### src/rtl/branch_resolve_pkg.sv
// Shared types for branch resolution: sequence numbers, branch/BTB payloads, FSM state.
package branch_resolve_pkg;

  localparam int unsigned SQN_W                   = 6;
  localparam int unsigned PC_W                    = 32;
  localparam int unsigned RECOVERY_CYCLES_DEFAULT = 2;

  typedef logic [SQN_W-1:0] SqN;

  typedef struct packed {
    logic [PC_W-1:0] dstPC;
    SqN              sqN;
    logic            taken;
  } BranchProv;

  typedef struct packed {
    logic [PC_W-1:0] src;
    logic [PC_W-1:0] dst;
    logic            isJump;
    logic            valid;
  } BTUpdate;

  typedef enum logic {
    IDLE    = 1'b0,
    RECOVER = 1'b1
  } br_state_e;

  // Wrap-safe age compare: a is strictly older than b when (a - b) is negative.
  function automatic logic sqn_older(SqN a, SqN b);
    SqN d;
    d = a - b;
    return d[SQN_W-1];
  endfunction

endpackage

### src/rtl/branch_resolve_btu_fifo.sv
// Multi-push, single-pop BTB update queue with saturating drop counter.
module BTUFifo
  import branch_resolve_pkg::*;
#(
  parameter int unsigned NUM_PUSH = 2,
  parameter int unsigned DEPTH    = 4
) (
  input  logic        clk,
  input  logic        rst,
  input  BTUpdate     push_data [NUM_PUSH],
  input  logic        stall,
  output BTUpdate     head_c,
  output logic [15:0] drop_cnt
);

  localparam int unsigned PTR_W  = $clog2(DEPTH);
  localparam int unsigned CNT_W  = PTR_W + 1;
  localparam int unsigned DROP_W = $clog2(NUM_PUSH + 1);

  BTUpdate             mem [DEPTH];
  logic [PTR_W-1:0]    rptr;
  logic [PTR_W-1:0]    wptr;
  logic [CNT_W-1:0]    count;
  logic                pop;
  logic [CNT_W-1:0]    free;
  logic [CNT_W-1:0]    n_push;
  logic [DROP_W-1:0]   n_drop;
  logic [NUM_PUSH-1:0] accept;
  logic [PTR_W-1:0]    offset [NUM_PUSH];
  logic [16:0]         drop_sum;

  // Accept valid pushes in index order until free slots run out; the rest are dropped.
  always_comb begin
    pop    = (count != '0) && !stall;
    free   = CNT_W'(DEPTH) - count + CNT_W'(pop);
    n_push = '0;
    n_drop = '0;
    accept = '0;
    for (int i = 0; i < NUM_PUSH; i++) begin
      offset[i] = PTR_W'(n_push);
      if (push_data[i].valid) begin
        if (n_push < free) begin
          accept[i] = 1'b1;
          n_push    = n_push + CNT_W'(1);
        end else begin
          n_drop = n_drop + DROP_W'(1);
        end
      end
    end
    drop_sum = 17'(drop_cnt) + 17'(n_drop);
  end

  always_ff @(posedge clk) begin
    if (rst) begin
      rptr     <= '0;
      wptr     <= '0;
      count    <= '0;
      drop_cnt <= '0;
    end else begin
      for (int i = 0; i < NUM_PUSH; i++) begin
        if (accept[i]) mem[wptr + offset[i]] <= push_data[i];
      end
      rptr     <= rptr + PTR_W'(pop);
      wptr     <= wptr + PTR_W'(n_push);
      count    <= count + n_push - CNT_W'(pop);
      drop_cnt <= drop_sum[16] ? 16'hFFFF : drop_sum[15:0];
    end
  end

  always_comb begin
    head_c       = mem[rptr];
    head_c.valid = (count != '0);
  end

endmodule

### src/rtl/branch_resolve.sv
// Oldest-taken-branch flush selection with post-flush recovery window and BTB update queue.
// Optional misprediction counter enabled by BRANCH_RESOLVE_MISPRED_CNT_EN.
module branch_resolve
  import branch_resolve_pkg::*;
#(
  parameter int unsigned NUM_BRANCH_PROVS = 2,
  parameter int unsigned BTU_FIFO_DEPTH   = 4,
  parameter int unsigned RECOVERY_CYCLES  = RECOVERY_CYCLES_DEFAULT
) (
  input  logic        clk,
  input  logic        rst,
  input  BranchProv   IN_branches  [NUM_BRANCH_PROVS],
  input  BTUpdate     IN_btUpdates [NUM_BRANCH_PROVS],
  input  logic        IN_btStall,
  output BranchProv   OUT_branch,
  output BTUpdate     OUT_btUpdate,
  output logic [15:0] OUT_btDropCnt
`ifdef BRANCH_RESOLVE_MISPRED_CNT_EN
  ,
  output logic [31:0] OUT_mispredCnt
`endif
);

  localparam int unsigned REC_W = $clog2(RECOVERY_CYCLES) + 1;

  br_state_e        state;
  SqN               flush_sqn;
  logic [REC_W-1:0] rec_cnt;
  BranchProv        winner;
  logic             found;

  // Oldest non-suppressed taken branch; ties keep the lower port index.
  always_comb begin
    found  = 1'b0;
    winner = '0;
    for (int i = 0; i < NUM_BRANCH_PROVS; i++) begin
      if (IN_branches[i].taken &&
          !(state == RECOVER && !sqn_older(IN_branches[i].sqN, flush_sqn))) begin
        if (!found || sqn_older(IN_branches[i].sqN, winner.sqN)) begin
          winner = IN_branches[i];
          found  = 1'b1;
        end
      end
    end
  end

  always_ff @(posedge clk) begin
    if (rst) begin
      OUT_branch <= '0;
      state      <= IDLE;
      rec_cnt    <= '0;
      flush_sqn  <= '0;
    end else begin
      OUT_branch <= winner;
      if (found) begin
        flush_sqn <= winner.sqN;
        rec_cnt   <= REC_W'(RECOVERY_CYCLES - 1);
        state     <= RECOVER;
      end else if (state == RECOVER) begin
        if (rec_cnt == '0) state <= IDLE;
        else               rec_cnt <= rec_cnt - REC_W'(1);
      end
    end
  end

`ifdef BRANCH_RESOLVE_MISPRED_CNT_EN
  always_ff @(posedge clk) begin
    if (rst)                   OUT_mispredCnt <= '0;
    else if (OUT_branch.taken) OUT_mispredCnt <= OUT_mispredCnt + 32'(1);
  end
`endif

  BTUFifo #(
    .NUM_PUSH (NUM_BRANCH_PROVS),
    .DEPTH    (BTU_FIFO_DEPTH)
  ) u_btu_fifo (
    .clk       (clk),
    .rst       (rst),
    .push_data (IN_btUpdates),
    .stall     (IN_btStall),
    .head_c    (OUT_btUpdate),
    .drop_cnt  (OUT_btDropCnt)
  );

endmodule

### config.mk
export PLATFORM = sky130hd
export DESIGN_NAME = branch_resolve
export DESIGN_NICKNAME = d
export VERILOG_FILES = /design/src/rtl/branch_resolve_pkg.sv /design/src/rtl/branch_resolve_btu_fifo.sv /design/src/rtl/branch_resolve.sv
export SDC_FILE = /design/constraint.sdc
export NUM_CORES = 1
export LEC_CHECK = 0
export ABC_AREA = 0
export CAP_MARGIN = 15
export CORE_ASPECT_RATIO = 1.75
export CORE_MARGIN = 2
export CORE_UTILIZATION = 52
export DETAILED_ROUTE_END_ITERATION = 10
export GPL_TIMING_DRIVEN = 0
export PLACE_DENSITY = 0.81
export SLEW_MARGIN = 20
export SYNTH_ARGS = -nofsm -noshare
export SYNTH_HDL_FRONTEND = slang
export SYNTH_SLANG_ARGS = --single-unit
### constraint.sdc
create_clock -name clk -period 8.05 [get_ports clk]
set_input_delay 1.2075 -clock clk [delete_from_list [all_inputs] [get_ports clk]]
set_output_delay 1.2075 -clock clk [all_outputs]
set_load 0.005 [all_outputs]
==> flow_summary.toml, run 1 <==
[finish]
drive_above_1_share_pct = 28.9
finish.net_count = 1642
area_delta_synth_final_pct = 32.5
utilization_pct = 69.9
layout.cells.non_filler = 1818

[power]
pwr_density_cell_nw_per_um2 = 290
fin_total_pwr_mw = 6.09
vdd_drop_max_mv = 0.218
p_leak_nw = 7.20

[routing]
drt_iter0_drc = 514
routed_wl_microns = 41300
wire_per_inst_microns = 22.7
viasPerCell = 5.77
antenna_left = 0
post-route-drc-count = 0
num_vias = 10500
dr.pass1.iters = 5

[logic_synthesis]
async_flop_share_pct = 0
syn_area_sq_um = 15900
synth_area_per_cell_sq_um = 15.4
ys_seq_elements = 331
synth_cell_type_count = 49
syn-num-nets = 1267
postSynthCellCount = 1028
synth_top_flop_cell = "edfxtp_1"
synth_warnings = 0
synth_seq_area_share_pct = 58.2
synth_edf_count = 260

[clock_tree]
ctsHoldBuffers = 0
cts_tree = "built"
insertion_delay_ns = 0.58
htree_levels = 1
clk_pin_slew_ns = 0.07
clock_sinks = 331
cts_resized = 0
cts_setup_buffers = 0
cts-root-buf = "clkbuf_16"
clock_path_buffers = 3
cts_made_buffers = 31

[worst_setup_path]
critPathBufInv = 5
cp_top_family = "buffers and inverters"
crit_chain = "clkdlybuf4s50_1 -> nand2b_1 -> ha_1 -> inv_1 -> ha_1 -> xor2_1 -> nor3_1 -> nor2b_1 -> ha_1 -> xnor2_1 -> nand3_1 -> clkbuf_1 -> clkbuf_1 -> nand2_4 -> buf_16"
crit_required_ns = 8.34
startpoint_type = "primary input"
crit_top_cell = "ha_1"
slowest_stage = "clkbuf_1"
cp_max_fo = 36
endpoint_kind = "flip-flop"
max_stage_delay_ns = 0.69
critical_path_class = "in -> reg"
arrival_ns = 5.40

[global_route]
grt_antenna_before_repair = 3
gr-total-overflow = 0
grt_pass1_wl_microns = 63500
grt_max_degree = 37
grt_pass1_vias = 11500
grt_usage_pct = 25.8

[timing]
fin_worst_skew_ns = 0.0247
fin_crit_ns = 5.11
tns_ns = 0
fmax_mhz = 196
worst_pin_slew_ns = 0.963
layout_setup_ws_ns = 2.94
hold_viol_final = 0
maxSlewViolCount = 0
slew_headroom_pct = 35.8
fin_crit_sh_pct = 63.4
setup_viol = 0
rsz0062_at_grt = "false"

[job]
cap_violations = 0

[min_path]
timing.hold.worst.class = "reg -> reg"

[placement]
gp_congestion = 0.918
numPortBuffers = 332
dpl.cell_count = 1757
dp_hpwl_microns = 29000
place_ws_ns = 2.23

[floorplan]
die_area_sq_um = 32000
core_sq_um = 30100
row_count = 84
fp.dieW_microns = 136
start_util_pct = 52.8
die_h_microns = 235
ios = 334

[run_status]
status = "finished, final reports clean"
-- cells in the mapped netlist, types with 7 or more instances --
library cell  count  area (sq um)
a21oi_1          22           110
edfxtp_1        260          7810
nand2_1          21          78.8
a22oi_1          34           255
nor3_1            7          35.0
nor2b_1           8          50.1
xnor2_1          14           123
inv_1            23          86.3
nor2_1           50           188
nand3_1          23           115
ha_1             24           300
buf_2            21           105
xor2_1           11          96.3
clkbuf_1         33           124
dfxtp_1          71          1420
mux2_2          261          2940
buf_1             8          30.0
o21ai_0          18          90.1
mux4_2           65          1460
-- placed cells by master (no fill, tap or decap), types with 5 or more instances in the layout --
cell / instances
nor2_1: 50
o211ai_1: 6
clkbuf_1: 36
a22oi_1: 34
o21ai_0: 16
ha_1: 24
clkdlybuf4s50_1: 332
inv_1: 23
a21oi_1: 22
nand3_1: 23
mux2_2: 261
buf_2: 21
edfxtp_1: 260
nand2_1: 19
dfxtp_1: 71
bufinv_16: 5
buf_16: 8
clkinv_1: 9
buf_1: 8
nor3_1: 7
nand4_1: 6
nor2b_1: 8
xor2_1: 11
clkbuf_16: 31
mux4_2: 65
xnor2_1: 14
-- final timing paths --
check        depth (start not counted)                   end  slack (ns)                start
min reg2reg                          2          flush_sqn[4]        0.50         flush_sqn[4]
max reg2reg                         15  u_btu_fifo.mem[1][1]        3.30  u_btu_fifo.count[0]
max                                 15  u_btu_fifo.mem[1][1]        2.94           IN_btStall
min                                  2          flush_sqn[4]        0.50         flush_sqn[4]
-- sequential cells by signal (all words and copies together), names as in the netlist --
register	flops
u_btu_fifo.mem	260
OUT_branch	39
u_btu_fifo.drop_cnt	16
flush_sqn	6
u_btu_fifo.count	3
rec_cnt	2
u_btu_fifo.rptr	2
u_btu_fifo.wptr	2
state	1
-- cell type report --
cell class,count,area (sq um)
clock inverter,24,263
multi-input combinational,612,6330
fill,2097,9040
antenna,3,7.51
sequential,331,9230
buffer,62,259
timing repair buffer,342,3570
tap,387,484
inverter,23,86.3
clock buffer,34,787
-- per-layer routing --
layer	GRT usage, %	wire length [microns]	vias up
met5	0	0	-
met4	8.33	1130	0
met2	49.7	23200	383
met1	27.3	14200	5251
met3	5.44	2730	66
li1	-	-	4791
-- per-stage QoR --
stage	hold slack [ns]	instance area, sq um
floorplan	0.463	15900
global placement	0.481	19700
detailed placement	0.495	20000
CTS	0.506	21000
global route	0.528	21000
finish	0.503	21000
-- where the power goes --
group | total [mW] | switching [mW] | internal (mW)
Combinational | 2.20 | 1.01 | 1.19
Clock | 1.52 | 0.657 | 0.868
Sequential | 2.37 | 0.0879 | 2.28
-- logic make-up after synthesis --
logic type / count (synthesis) / synth area share (%)
simple gates: 134 / 4.10
fa+ha+maj: 26 / 2.14
xor+xnor: 25 / 1.38
buf+inv: 85 / 2.18
mux: 327 / 27.8
flops: 331 / 58.2
compound gates: 100 / 4.23
-- worst min-delay path, stage by stage (launching register included) --
cell	delay, ns
dfxtp_1	0.31
nand3_1	0.06
o211ai_1	0.07
(Power assumes the default switching activity.)
==> run 2: changes to the inputs <==
Clock period 8.05 ns to 5.3 ns, I/O delays scaled along.
==> flow_summary.toml, run 2 (synthesis gave the netlist of run 1 again) <==
[worst_setup_path]
critical_path_class = "reg -> reg"
reg2reg_to = "u_btu_fifo.mem[1][15]"
cp-endpoint = "u_btu_fifo.mem[1][15]"
endpoint_kind = "flip-flop"
slowest_stage = "clkbuf_1"
crit_chain = "or3_1 -> nand2b_1 -> ha_1 -> inv_1 -> ha_1 -> xor2_1 -> nor3_1 -> nor2b_1 -> ha_1 -> xnor2_1 -> nand3_1 -> clkbuf_1 -> clkbuf_1 -> nand2_4 -> buf_16"
startpoint = "u_btu_fifo.count[0]"
crit_required_ns = 5.59
r2r_cells = 15
cp_max_fo = 35
crit_top_cell = "ha_1"
max_stage_delay_ns = 0.71
arrival_ns = 5.17
rr_startpoint = "u_btu_fifo.count[0]"
r2r_slack_ns = 0.42
startpoint_type = "flip-flop"

[finish]
final_cell_mix = "332 x clkdlybuf4s50_1, 261 x mux2_2, 260 x edfxtp_1"
largest_reg_flops = 260
area_delta_synth_final_pct = 31.6
finish.net_count = 1641
layout_commonest_cell = "clkdlybuf4s50_1"
drive_above_1_share_pct = 28.8

[timing]
slew_headroom_pct = 36.5
fin_crit_ns = 4.88
setup_viol = 0
fmax_mhz = 205
worst_pin_slew_ns = 0.953
layout_setup_ws_ns = 0.424
hold_viol_final = 0
maxSlewViolCount = 0
fin_worst_skew_ns = 0.0156
rsz0062_at_grt = "false"
tns_ns = 0
holdWs_ns = 0.498
fin_crit_sh_pct = 92.0

[global_route]
grt_pass1_wl_microns = 62700
grt_usage_pct = 25.6
grt_pass1_vias = 11500
grt_max_degree = 36
grt_antenna_before_repair = 2
gr-total-overflow = 0

[routing]
num_vias = 10400
post-route-drc-count = 0
wire_per_inst_microns = 22.4
drt_iter0_drc = 436
routed_wl_microns = 40600
viasPerCell = 5.75
dr.pass1.iters = 5
antenna_left = 0

[floorplan]
die_area_sq_um = 32000
row_count = 84
die_h_microns = 235
fp.dieW_microns = 136
ios = 334
start_util_pct = 52.8
core_sq_um = 30100

[clock_tree]
cts_setup_buffers = 0
clock_sinks = 331
cts_resized = 0
cts_made_buffers = 30
insertion_delay_ns = 0.56
cts-root-buf = "clkbuf_16"
clk_pin_slew_ns = 0.07
ctsHoldBuffers = 0
htree_levels = 1
cts_tree = "built"
clock_path_buffers = 3

[placement]
dp_hpwl_microns = 29300
gp_congestion = 0.946
numPortBuffers = 332
place_ws_ns = -0.127

[power]
p_leak_nw = 7.17
vdd_drop_max_mv = 0.283
fin_total_pwr_mw = 8.97
pwr_density_cell_nw_per_um2 = 430

[run_status]
status = "finished, final reports clean"

[min_path]
timing.hold.worst.class = "reg -> reg"

[job]
cap_violations = 0
-- run 2: changes by cell type in the layout (fill, tap and decap cells not counted), sizes merged --
cell,delta
bufinv,-5
clkbuf,+6
clkinvlp,-3
clkinv,-3
inv,+2
diode,-1
-- run 2: routing by layer --
| layer | up-vias | track usage, % | share of wire [%] |
|---|---|---|---|
| met2 | 383 | 48.8 | 56 |
| li1 | 4781 | - | - |
| met4 | 2 | 9.79 | 3.6 |
| met1 | 5182 | 27.1 | 34 |
| met3 | 82 | 4.79 | 6.2 |
| met5 | - | 0 | 0.032 |
-- run 2: how the worst min path moves through the flow --
stage | start | endpoint | slack (ns) | depth (start not counted)
2_1_floorplan | flush_sqn[1] | flush_sqn[1] | 0.46 | 2
3_3_place_gp | flush_sqn[3] | flush_sqn[3] | 0.48 | 2
3_5_place_dp | flush_sqn[4] | flush_sqn[4] | 0.49 | 2
4_1_cts | flush_sqn[4] | flush_sqn[4] | 0.50 | 2
5_1_grt | flush_sqn[4] | flush_sqn[4] | 0.52 | 2
6_report | flush_sqn[4] | flush_sqn[4] | 0.50 | 2
-- run 2: layout make-up --
type	count	area, sq um
Sequential cell	331	9230
Fill cell	2093	9180
Tap cell	387	484
Antenna cell	2	5.00
Timing Repair Buffer	342	3580
Clock buffer	40	840
Inverter	23	86.3
Clock inverter	15	71.3
Multi-Input combinational cell	612	6330
Buffer	62	259
-- run 2: report_power, final --
part	switching, mW	total (mW)	internal, mW
Sequential	0.133	3.60	3.47
Combinational	1.52	3.33	1.81
Clock	0.934	2.04	1.11
-- run 2: critical path, delay by kind of cell (launching register included) --
family,cells,cell delay [ns]
xor gates and xnor gates,2,0.34
adders and majority gates,3,0.57
buffers and inverters,4,1.63
DFF,1,0.33
and+or+nand+nor,6,1.70
-- run 2: stage by stage --
stage	std cells	utilization [%]	area [sq um]
final	1814	69.5	20900
after CTS	1812	69.5	20900
after detailed placement	1757	66.4	20000
after floorplan	1028	-	15900
after global routing	1813	69.5	20900
after global placement	1747	65.5	19700
==> run 3: changes to the inputs <==
Settings changed: CORE_UTILIZATION 52 to 30, PLACE_DENSITY 0.81 to 0.52, SETUP_SLACK_MARGIN set to 0.2.
==> flow_summary.toml, run 3 (synthesis gave the netlist of run 1 again) <==
[global_route]
grt_pass1_wl_microns = 70300
busiest_layer = "met2"
grt_pass1_vias = 11500
gr-total-overflow = 0
grt_max_degree = 38
globalRouteMet2Util_pct = 33.9
grt_antenna_before_repair = 3
met3_usage_pct = 4.19
met1_usage_pct = 17.8
grt_usage_pct = 17.3

[min_path]
timing.hold.worst.class = "reg -> reg"

[timing]
setup_viol = 0
fmax_mhz = 205
fin_crit_sh_pct = 92.3
fin_crit_ns = 4.89
rsz0062_at_grt = "false"
worst_pin_slew_ns = 1.01
hold_viol_final = 0
fin_worst_skew_ns = 0.0159
slew_headroom_pct = 32.7
maxSlewViolCount = 0

[power]
pwr_density_cell_nw_per_um2 = 443
p_int_mw = 6.72
clkPwrFrac_pct = 26.2
combPwrFrac_pct = 36.1
seqPwrFrac_pct = 37.7
switching_share_pct = 29.4
fin_total_pwr_mw = 9.52
p_leak_nw = 7.28
vdd_drop_max_mv = 0.265
p_sw_mw = 2.80

[worst_setup_path]
crit_chain = "clkdlybuf4s50_1 -> ha_1 -> a21oi_1 -> o21ai_1 -> a32oi_2 -> nand4_1 -> ha_1 -> or3b_1 -> a221oi_2 -> xnor2_1 -> nor4b_4 -> nor2_2 -> buf_2 -> a22oi_1 -> nor2_1"
reg2reg_to = "u_btu_fifo.mem[3][10]"
critPathBufInv = 2
endpoint_kind = "flip-flop"
path_depth = 15
startpoint_type = "primary input"
cp_max_fo = 10
max_stage_delay_ns = 0.46
rr_startpoint = "u_btu_fifo.count[0]"
critical_path_class = "in -> reg"
startpoint = "IN_branches[42]"
slowest_stage = "or3b_1"
r2r_slack_ns = 0.76
crit_required_ns = 5.69
crit_top_cell = "ha_1"
cp-endpoint = "OUT_branch[15]"
r2r_cells = 15
cp_top_family = "simple AND/OR/NAND/NOR gates"
arrival_ns = 5.28

[run_status]
status = "finished, final reports clean"

[routing]
routed_wl_microns = 47400
post-route-drc-count = 0
num_vias = 10300
antenna_left = 0
drt_iter0_drc = 447
wire_per_inst_microns = 22.4
dr.pass1.iters = 6
viasPerCell = 4.86

[clock_tree]
clock_path_buffers = 3
htree_levels = 2
insertion_delay_ns = 0.53
clk_pin_slew_ns = 0.06
cts_made_buffers = 36
cts_tree = "built"
cts_setup_buffers = 0
cts-root-buf = "clkbuf_16"
ctsHoldBuffers = 0
clock_sinks = 331

[floorplan]
row_count = 111
ios = 334
die_area_sq_um = 54800
fp.dieW_microns = 178
die_h_microns = 308
core_sq_um = 52400
start_util_pct = 30.3

[finish]
area_delta_synth_final_pct = 35.5
layout_commonest_cell = "clkdlybuf4s50_1"
final_cell_mix = "332 x clkdlybuf4s50_1, 261 x mux2_2, 260 x edfxtp_1"
finish.net_count = 1647
drive_above_1_share_pct = 29.4
largest_reg_flops = 260
design_area_sq_um = 21500

[placement]
gp_congestion = 0.827
numPortBuffers = 332
dp_hpwl_microns = 33600
post_dp_cell_area_sq_um = 20400

[job]
cap_violations = 0
run 3: final cells by class:
| type | instances | area (sq um) |
|---|---|---|
| repair buffers | 342 | 3600 |
| plain buffers | 62 | 263 |
| well taps | 678 | 848 |
| flip-flops and latches | 331 | 9230 |
| diodes | 3 | 7.51 |
| inverters | 23 | 86.3 |
| fillers | 4885 | 30900 |
| clock buffers | 43 | 948 |
| multi-input cells | 612 | 6340 |
| clock inverters | 21 | 185 |
run 3: worst min path at each step:
stage	slack (ns)	endpoint	depth (start not counted)	startpoint
3_3_place_gp	0.48	flush_sqn[4]	2	flush_sqn[4]
2_1_floorplan	0.46	flush_sqn[1]	2	flush_sqn[1]
3_5_place_dp	0.49	flush_sqn[2]	2	flush_sqn[2]
5_1_grt	0.55	flush_sqn[2]	2	flush_sqn[2]
4_1_cts	0.51	flush_sqn[2]	2	flush_sqn[2]
6_report	0.50	flush_sqn[3]	2	flush_sqn[3]
run 3: metrics by stage:
stage | setup WS, ns | std cells | util (%) | hold slack (ns) | TNS (ns)
floorplan | -0.0553 | 1028 | - | 0.463 | -7.18
global placement | -4.12 | 2038 | 38.3 | 0.484 | -899.97
detailed placement | -0.379 | 2048 | 38.9 | 0.486 | -21.04
CTS | 0.366 | 2112 | 41.0 | 0.506 | 0
global route | 0.306 | 2114 | 41.1 | 0.547 | 0
finish | 0.410 | 2115 | 41.1 | 0.504 | 0
run 3: timing repair:
| action | in CTS | in global routing |
|---|---|---|
| pin swaps | 0 | 0 |
| resized for setup | 1 | 4 |
| endpoints found under the hold margin | 0 | 0 |
| setup endpoints to repair | 32 | 41 |
run 3: routing by layer:
metal	vias to the layer above	share of wire (%)
met2	331	55
met5	-	0.027
met3	58	6.5
li1	4798	-
met1	5083	36
met4	2	2.5
run 3: power by group through the flow:
stage	logic, mW	clock network (mW)	registers, mW
after global routing	3.76	2.66	3.63
final	3.44	2.49	3.59
after detailed placement	3.53	0	3.65
after CTS	3.55	2.58	3.60
after global placement	3.32	0	3.76
after floorplan	1.78	0	3.66
run 3: tightest hold or removal path, cell delays in order, from the launching register on:
cell and delay, ns:
dfxtp_1 0.31, nand3_1 0.06, o211ai_1 0.07
